## config.mk

```make
export PLATFORM = sky130hd
export DESIGN_NAME = wb_port_arbiter
export DESIGN_NICKNAME = d
export VERILOG_FILES = /design/src/rtl/wb_port_arbiter.sv
export SDC_FILE = /design/constraint.sdc
export NUM_CORES = 1
export LEC_CHECK = 0
export CORE_AREA = 2 2 199 181
export DETAILED_ROUTE_END_ITERATION = 6
export DIE_AREA = 0 0 201 183
export SETUP_SLACK_MARGIN = 0.3
export SLEW_MARGIN = 20
export SYNTH_ARGS = -nofsm -noshare
export SYNTH_HDL_FRONTEND = slang
export SYNTH_SLANG_ARGS = --single-unit
```

## constraint.sdc

```tcl
create_clock -name clk -period 6.16 [get_ports clk]
set_clock_uncertainty 0.05 [all_clocks]
set_input_delay 0.616 -clock clk [delete_from_list [all_inputs] [get_ports clk]]
set_output_delay 0.616 -clock clk [all_outputs]
set_load 0.05 [all_outputs]
```

## src/rtl/wb_port_arbiter.sv

```systemverilog
// wb_port_arbiter
// Shares the two register-file write ports (wb0/wb1) among NREQ completion
// sources. The wb0/wb1 outputs also feed the scoreboard writeback-clear
// inputs, so a busy bit clears only when its result actually retires.
// Arbitration is round-robin starting at r_rr_ptr. Results for rd==0 are
// accepted and dropped without using a port. A second request that targets
// the same rd as the port0 winner is deferred, so the two ports never write
// the same register in one cycle. Grants are registered: a result accepted
// in cycle N is presented on wb*_we/rd/data in cycle N+1 for one cycle.
module wb_port_arbiter #(
  parameter  int NREQ = 4,
  parameter  int XLEN = 32,
  parameter  int CW   = 16,
  localparam int PW   = (NREQ > 1) ? $clog2(NREQ) : 1
) (
  input  logic              clk,
  input  logic              rst,
  input  logic [NREQ-1:0]   req_valid,
  input  logic [NREQ*5-1:0] req_rd,
  input  logic [NREQ*XLEN-1:0] req_data,
  output logic [NREQ-1:0]   req_ready,
  output logic              wb0_we,
  output logic [4:0]        wb0_rd,
  output logic [XLEN-1:0]   wb0_data,
  output logic              wb1_we,
  output logic [4:0]        wb1_rd,
  output logic [XLEN-1:0]   wb1_data,
  output logic [PW-1:0]     rr_ptr_o,
  output logic [CW-1:0]     conflict_cnt,
  output logic [CW-1:0]     stall_cnt
);

  // Index of the k-th candidate in scan order, starting at ptr (mod NREQ).
  // k never reaches NREQ, so a single wrap step is enough.
  function automatic logic [PW-1:0] scan_idx(input logic [PW-1:0] ptr, input int k);
    int s;
    s = int'(ptr) + k;
    if (s >= NREQ) s = s - NREQ;
    return PW'(s);
  endfunction

  // Registered state
  logic [PW-1:0]   r_rr_ptr;
  logic            r_wb0_we;
  logic [4:0]      r_wb0_rd;
  logic [XLEN-1:0] r_wb0_data;
  logic            r_wb1_we;
  logic [4:0]      r_wb1_rd;
  logic [XLEN-1:0] r_wb1_data;
  logic [CW-1:0]   r_conflict_cnt;
  logic [CW-1:0]   r_stall_cnt;

  // Arbitration results
  logic [NREQ-1:0] w_ready_raw;
  logic [NREQ-1:0] w_rd_nz;
  logic [PW-1:0]   w_scan_idx;
  logic [4:0]      w_scan_rd;
  logic            w_g0;
  logic            w_g1;
  logic [PW-1:0]   w_g0_idx;
  logic [PW-1:0]   w_g1_idx;
  logic [4:0]      w_g0_rd;
  logic [4:0]      w_g1_rd;
  logic [XLEN-1:0] w_g0_data;
  logic [XLEN-1:0] w_g1_data;
  logic            w_defer;
  logic            w_stall;
  logic [PW-1:0]   w_last_idx;
  logic [PW-1:0]   w_next_ptr;

  // Flag requesters whose destination is a real register (rd != 0).
  always_comb begin
    w_rd_nz = '0;
    for (int i = 0; i < NREQ; i++) begin
      w_rd_nz[i] = |req_rd[5*i +: 5];
    end
  end

  // Round-robin scan: drop rd==0 results, fill port0 then port1, defer a
  // second request whose rd collides with the port0 winner.
  always_comb begin
    // NOTE: every variable written here gets a default first, so no path
    // through the loop can leave one unassigned and infer a latch.
    w_ready_raw = '0;
    w_scan_idx  = '0;
    w_scan_rd   = '0;
    w_g0        = 1'b0;
    w_g1        = 1'b0;
    w_g0_idx    = '0;
    w_g1_idx    = '0;
    w_g0_rd     = '0;
    w_g1_rd     = '0;
    w_defer     = 1'b0;
    for (int k = 0; k < NREQ; k++) begin
      w_scan_idx = scan_idx(r_rr_ptr, k);
      w_scan_rd  = req_rd[5*w_scan_idx +: 5];
      if (req_valid[w_scan_idx]) begin
        if (w_scan_rd == 5'd0) begin
          // Writes to x0 are architecturally void: accept and discard.
          w_ready_raw[w_scan_idx] = 1'b1;
        end else if (!w_g0) begin
          w_g0                    = 1'b1;
          w_g0_idx                = w_scan_idx;
          w_g0_rd                 = w_scan_rd;
          w_ready_raw[w_scan_idx] = 1'b1;
        end else if (!w_g1) begin
          if (w_scan_rd != w_g0_rd) begin
            w_g1                    = 1'b1;
            w_g1_idx                = w_scan_idx;
            w_g1_rd                 = w_scan_rd;
            w_ready_raw[w_scan_idx] = 1'b1;
          end else begin
            w_defer = 1'b1;
          end
        end
      end
    end
  end

  assign w_g0_data = req_data[XLEN*w_g0_idx +: XLEN];
  assign w_g1_data = req_data[XLEN*w_g1_idx +: XLEN];

  // A valid real-register request that was not accepted this cycle.
  assign w_stall = |(req_valid & w_rd_nz & ~w_ready_raw);

  // Next scan starts just past the last real-register grantee.
  assign w_last_idx = w_g1 ? w_g1_idx : w_g0_idx;
  assign w_next_ptr = (w_last_idx == PW'(NREQ - 1)) ? '0 : w_last_idx + 1'b1;

  // Nothing is accepted while reset is held; in-flight results are lost.
  assign req_ready = w_ready_raw & {NREQ{~rst}};

  // Round-robin pointer advances only when a real-register grant happened.
  always_ff @(posedge clk or posedge rst) begin
    // NOTE: state is updated with non-blocking assignments so every flop
    // samples the pre-edge values regardless of statement order.
    if (rst) begin
      r_rr_ptr <= '0;
    end else if (w_g0) begin
      r_rr_ptr <= w_next_ptr;
    end
  end

  // Registered writeback stage: strobe we for one cycle, hold rd/data otherwise.
  always_ff @(posedge clk or posedge rst) begin
    // NOTE: rd/data are reset along with we so that the register file and
    // scoreboard never see stale values from before reset on the ports.
    if (rst) begin
      r_wb0_we   <= 1'b0;
      r_wb0_rd   <= '0;
      r_wb0_data <= '0;
      r_wb1_we   <= 1'b0;
      r_wb1_rd   <= '0;
      r_wb1_data <= '0;
    end else begin
      r_wb0_we <= w_g0;
      r_wb1_we <= w_g1;
      if (w_g0) begin
        r_wb0_rd   <= w_g0_rd;
        r_wb0_data <= w_g0_data;
      end
      if (w_g1) begin
        r_wb1_rd   <= w_g1_rd;
        r_wb1_data <= w_g1_data;
      end
    end
  end

  // Saturating event counters for performance tracing.
  always_ff @(posedge clk or posedge rst) begin
    if (rst) begin
      r_conflict_cnt <= '0;
      r_stall_cnt    <= '0;
    end else begin
      if (w_defer && (r_conflict_cnt != '1)) begin
        r_conflict_cnt <= r_conflict_cnt + 1'b1;
      end
      if (w_stall && (r_stall_cnt != '1)) begin
        r_stall_cnt <= r_stall_cnt + 1'b1;
      end
    end
  end

  assign wb0_we       = r_wb0_we;
  assign wb0_rd       = r_wb0_rd;
  assign wb0_data     = r_wb0_data;
  assign wb1_we       = r_wb1_we;
  assign wb1_rd       = r_wb1_rd;
  assign wb1_data     = r_wb1_data;
  assign rr_ptr_o     = r_rr_ptr;
  assign conflict_cnt = r_conflict_cnt;
  assign stall_cnt    = r_stall_cnt;

endmodule

```

==> results.sh <==
export IMPL_synth_edff_count=0
export IMPL_wl_per_cell_um=18.8
export IMPL_grt_max_degree=60
export IMPL_finalCritPeriodShare_pct=91.0
export IMPL_final_common_cell="clkdlybuf4s50_1"
export IMPL_worst_setup_path_end_kind="primary output"
export IMPL_ys_seq_area_share_pct=33.4
export IMPL_cap_violations=0
export IMPL_antenna_cells=0
export IMPL_vias_per_cell=5.06
export IMPL_fin_hold_ws_ns=0.433
export IMPL_min_delay_start="wb0_data[26]"
export IMPL_drc=0
export IMPL_io_pins=268
export IMPL_crit_arrival_ns=4.94
export IMPL_synthToLayoutAreaGrowth_pct=43.1
export IMPL_yosys_cell_types_count=72
export IMPL_setup_violations=0
export IMPL_cpPeakStageDelay_ns=0.62
export IMPL_critical_path_slowest_cell="or4_1"
export IMPL_drv_slew=0
export IMPL_final_layout_size_suffix_gt1_share_pct=10.8
export IMPL_grt_pass1_vias=8330
export IMPL_cp_cell_sequence="inv_1, ha_1, buf_4, mux4_2, or4_1, o21a_1, o211ai_1, o21ai_1, a2111oi_4, nand4b_4, and2_1, or2_2, a221oi_1, nor2_1, buf_4"
export IMPL_min_period_ns=5.61
export IMPL_outcome="finished, final reports clean"
export IMPL_antenna_found_initial=0
export IMPL_holdBufCountCts=0
export IMPL_ys_flop_type="dfrtp_1"
export IMPL_rrSetupSlack_ns=1.04
export IMPL_slew_headroom_pct=28.3
export IMPL_cts_tree="yes"
export IMPL_crit_required_ns=5.49
export IMPL_start_util_pct=23.7
export IMPL_cts_num_sinks=110
export IMPL_hold_viol=0
export IMPL_num_rows=65
export IMPL_dpl_hpwl_um=23400
export IMPL_critPathKind="reg2out"
export IMPL_cp_start_kind="register"
export IMPL_rsz0062_at_grt="false"
export IMPL_syn_inst=979
export IMPL_routed_wl_um=31700
export IMPL_clockBufferDepth=2
export IMPL_fin_cells=1686
export IMPL_drtAntennaViolNets=0
export IMPL_placedCellCount=1670
export IMPL_synthArstFlopShare_pct=100
export IMPL_die_width_um=201
export IMPL_grt_remaining_overflow=0
export IMPL_coreArea_mm2=0.0347
export IMPL_drt_first_pass_iters=6
export IMPL_die_height_um=183
export IMPL_netlist_area_mm2=0.00825
export IMPL_startpoint="rr_ptr_o[0]"
export IMPL_dieArea_mm2=0.0368
export IMPL_synth_seq_cells=110
export IMPL_tightest_slew_ns=1.07
export IMPL_crit_fanout=10
export IMPL_h_tree_depth=3
export IMPL_tns_ns=0
export IMPL_cp_top_family="simple AND/OR/NAND/NOR gates"
export IMPL_cpMostUsedCell="buf_4"
export IMPL_clock_latency_ns=0.37
export IMPL_vias=8537
export IMPL_clk_pin_slew_ns=0.08
export IMPL_grt_pass1_wl_um=48300
export IMPL_r2r_start="rr_ptr_o[0]"
export IMPL_drt_iter0_markers=657
export IMPL_port_buffers=267
export IMPL_grt_usage_pct=16.8
export IMPL_fmax_mhz=178
export IMPL_finalCoreUtilization_pct=34.0
export IMPL_numCtsBuffers=9
export IMPL_gp_congestion=0.913
export IMPL_synth_nets=1139
export IMPL_cts_root_buf="clkbuf_16"
export IMPL_final_cell_mix="clkdlybuf4s50_1 (263), nand2_1 (236), dfrtp_1 (108)"
export IMPL_syn_area_per_cell_um2=8.42
export IMPL_critPathBufInv=3
export IMPL_nNetsFinal=1372
export IMPL_hp_class="reg2reg"
export IMPL_yosysWarnings=0
==> state kept, by name (all words and copies together) (netlist names) <==
| register | cells |
|---|---|
| stall_cnt | 16 |
| wb1_we | 1 |
| rr_ptr_o | 2 |
| wb0_we | 1 |
| conflict_cnt | 16 |
| wb0_data | 32 |
| wb1_rd | 5 |
| wb1_data | 32 |
| wb0_rd | 5 |
==> routing by layer <==
metal / track usage, % / wire [µm] / up-vias
met3: 4.64 / 2530 / 50
li1: - / - / 4027
met2: 27.7 / 14900 / 367
met4: 5.93 / 838 / 0
met5: 0 / 0 / -
met1: 21.1 / 13400 / 4093
==> worst reg2reg max path, cell delays in order (launching register included) <==
cell      delay (ns)
dfrtp_2         0.37
inv_1           0.11
ha_1            0.44
buf_4           0.21
mux4_2          0.41
or4_1           0.62
o21ai_1         0.20
buf_4           0.22
nand3_1         0.22
o221ai_1        0.27
nor3_2          0.10
nand4b_4        0.18
nand2b_1        0.30
nand2_1         0.14
buf_4           0.47
and2_1          0.24
buf_4           0.30
a21oi_1         0.14
==> final timing paths <==
kind / endpoint / cells after the start
setup / recovery: req_ready[0] / 15
hold / removal: wb0_data[26] / 2
setup reg to reg: wb1_data[8] / 17
hold reg to reg: wb0_data[26] / 2
max in group asynchronous: wb0_data[16] / 3
min in group asynchronous: rr_ptr_o[0] / 2
==> cell usage after synthesis (13+ instances only) <==
master | n | area (µm²)
nand3_1 | 47 | 235
mux2_2 | 35 | 394
xor2_1 | 27 | 236
a21oi_1 | 48 | 240
dfrtp_1 | 110 | 2750
nand2_1 | 236 | 886
nor2_1 | 32 | 120
inv_1 | 18 | 67.6
o22ai_1 | 39 | 244
clkbuf_1 | 40 | 150
mux2i_1 | 40 | 400
and2_1 | 13 | 81.3
mux4_2 | 24 | 541
o21ai_0 | 87 | 435
==> cell families (layout without fill, tap and decap cells) <==
| group | after synthesis | after routing | share of synthesized area [%] |
|---|---|---|---|
| muxes | 100 | 100 | 16.3 |
| xor gates and xnor gates | 37 | 37 | 3.93 |
| adders and majority gates | 6 | 6 | 0.910 |
| buffers and inverters | 86 | 324 | 4.51 |
| and+or+nand+nor | 396 | 396 | 22.1 |
| DFF | 110 | 110 | 33.4 |
| AOI/OAI and AO/OA | 244 | 244 | 18.9 |
==> layout make-up <==
cell class	instances	area, µm²
Clock inverter	7	114
Clock buffer	9	225
Fill cell	3649	22900
Tap cell	469	587
Multi-Input combinational cell	783	5160
Inverter	18	70.1
Timing Repair Buffer	290	2890
Sequential cell	110	2760
==> through the flow <==
step | setup WS, ns | instance area, µm²
floorplan | 0.316 | 8250
global placement | 0.727 | 11500
detailed placement | 0.705 | 11500
CTS | 0.514 | 11800
global route | 0.337 | 11800
finish | 0.553 | 11800
==> what timing repair did <==
item,4_1_cts,5_1_grt
endpoints found under the hold margin,0,0
resized for setup,0,1
endpoints found under the setup margin,0,2
buffers inserted,0,0
Power is left out: the tool's default activity adds up to more than one toggle a clock period on the data nets, which glitch-free logic cannot reach.
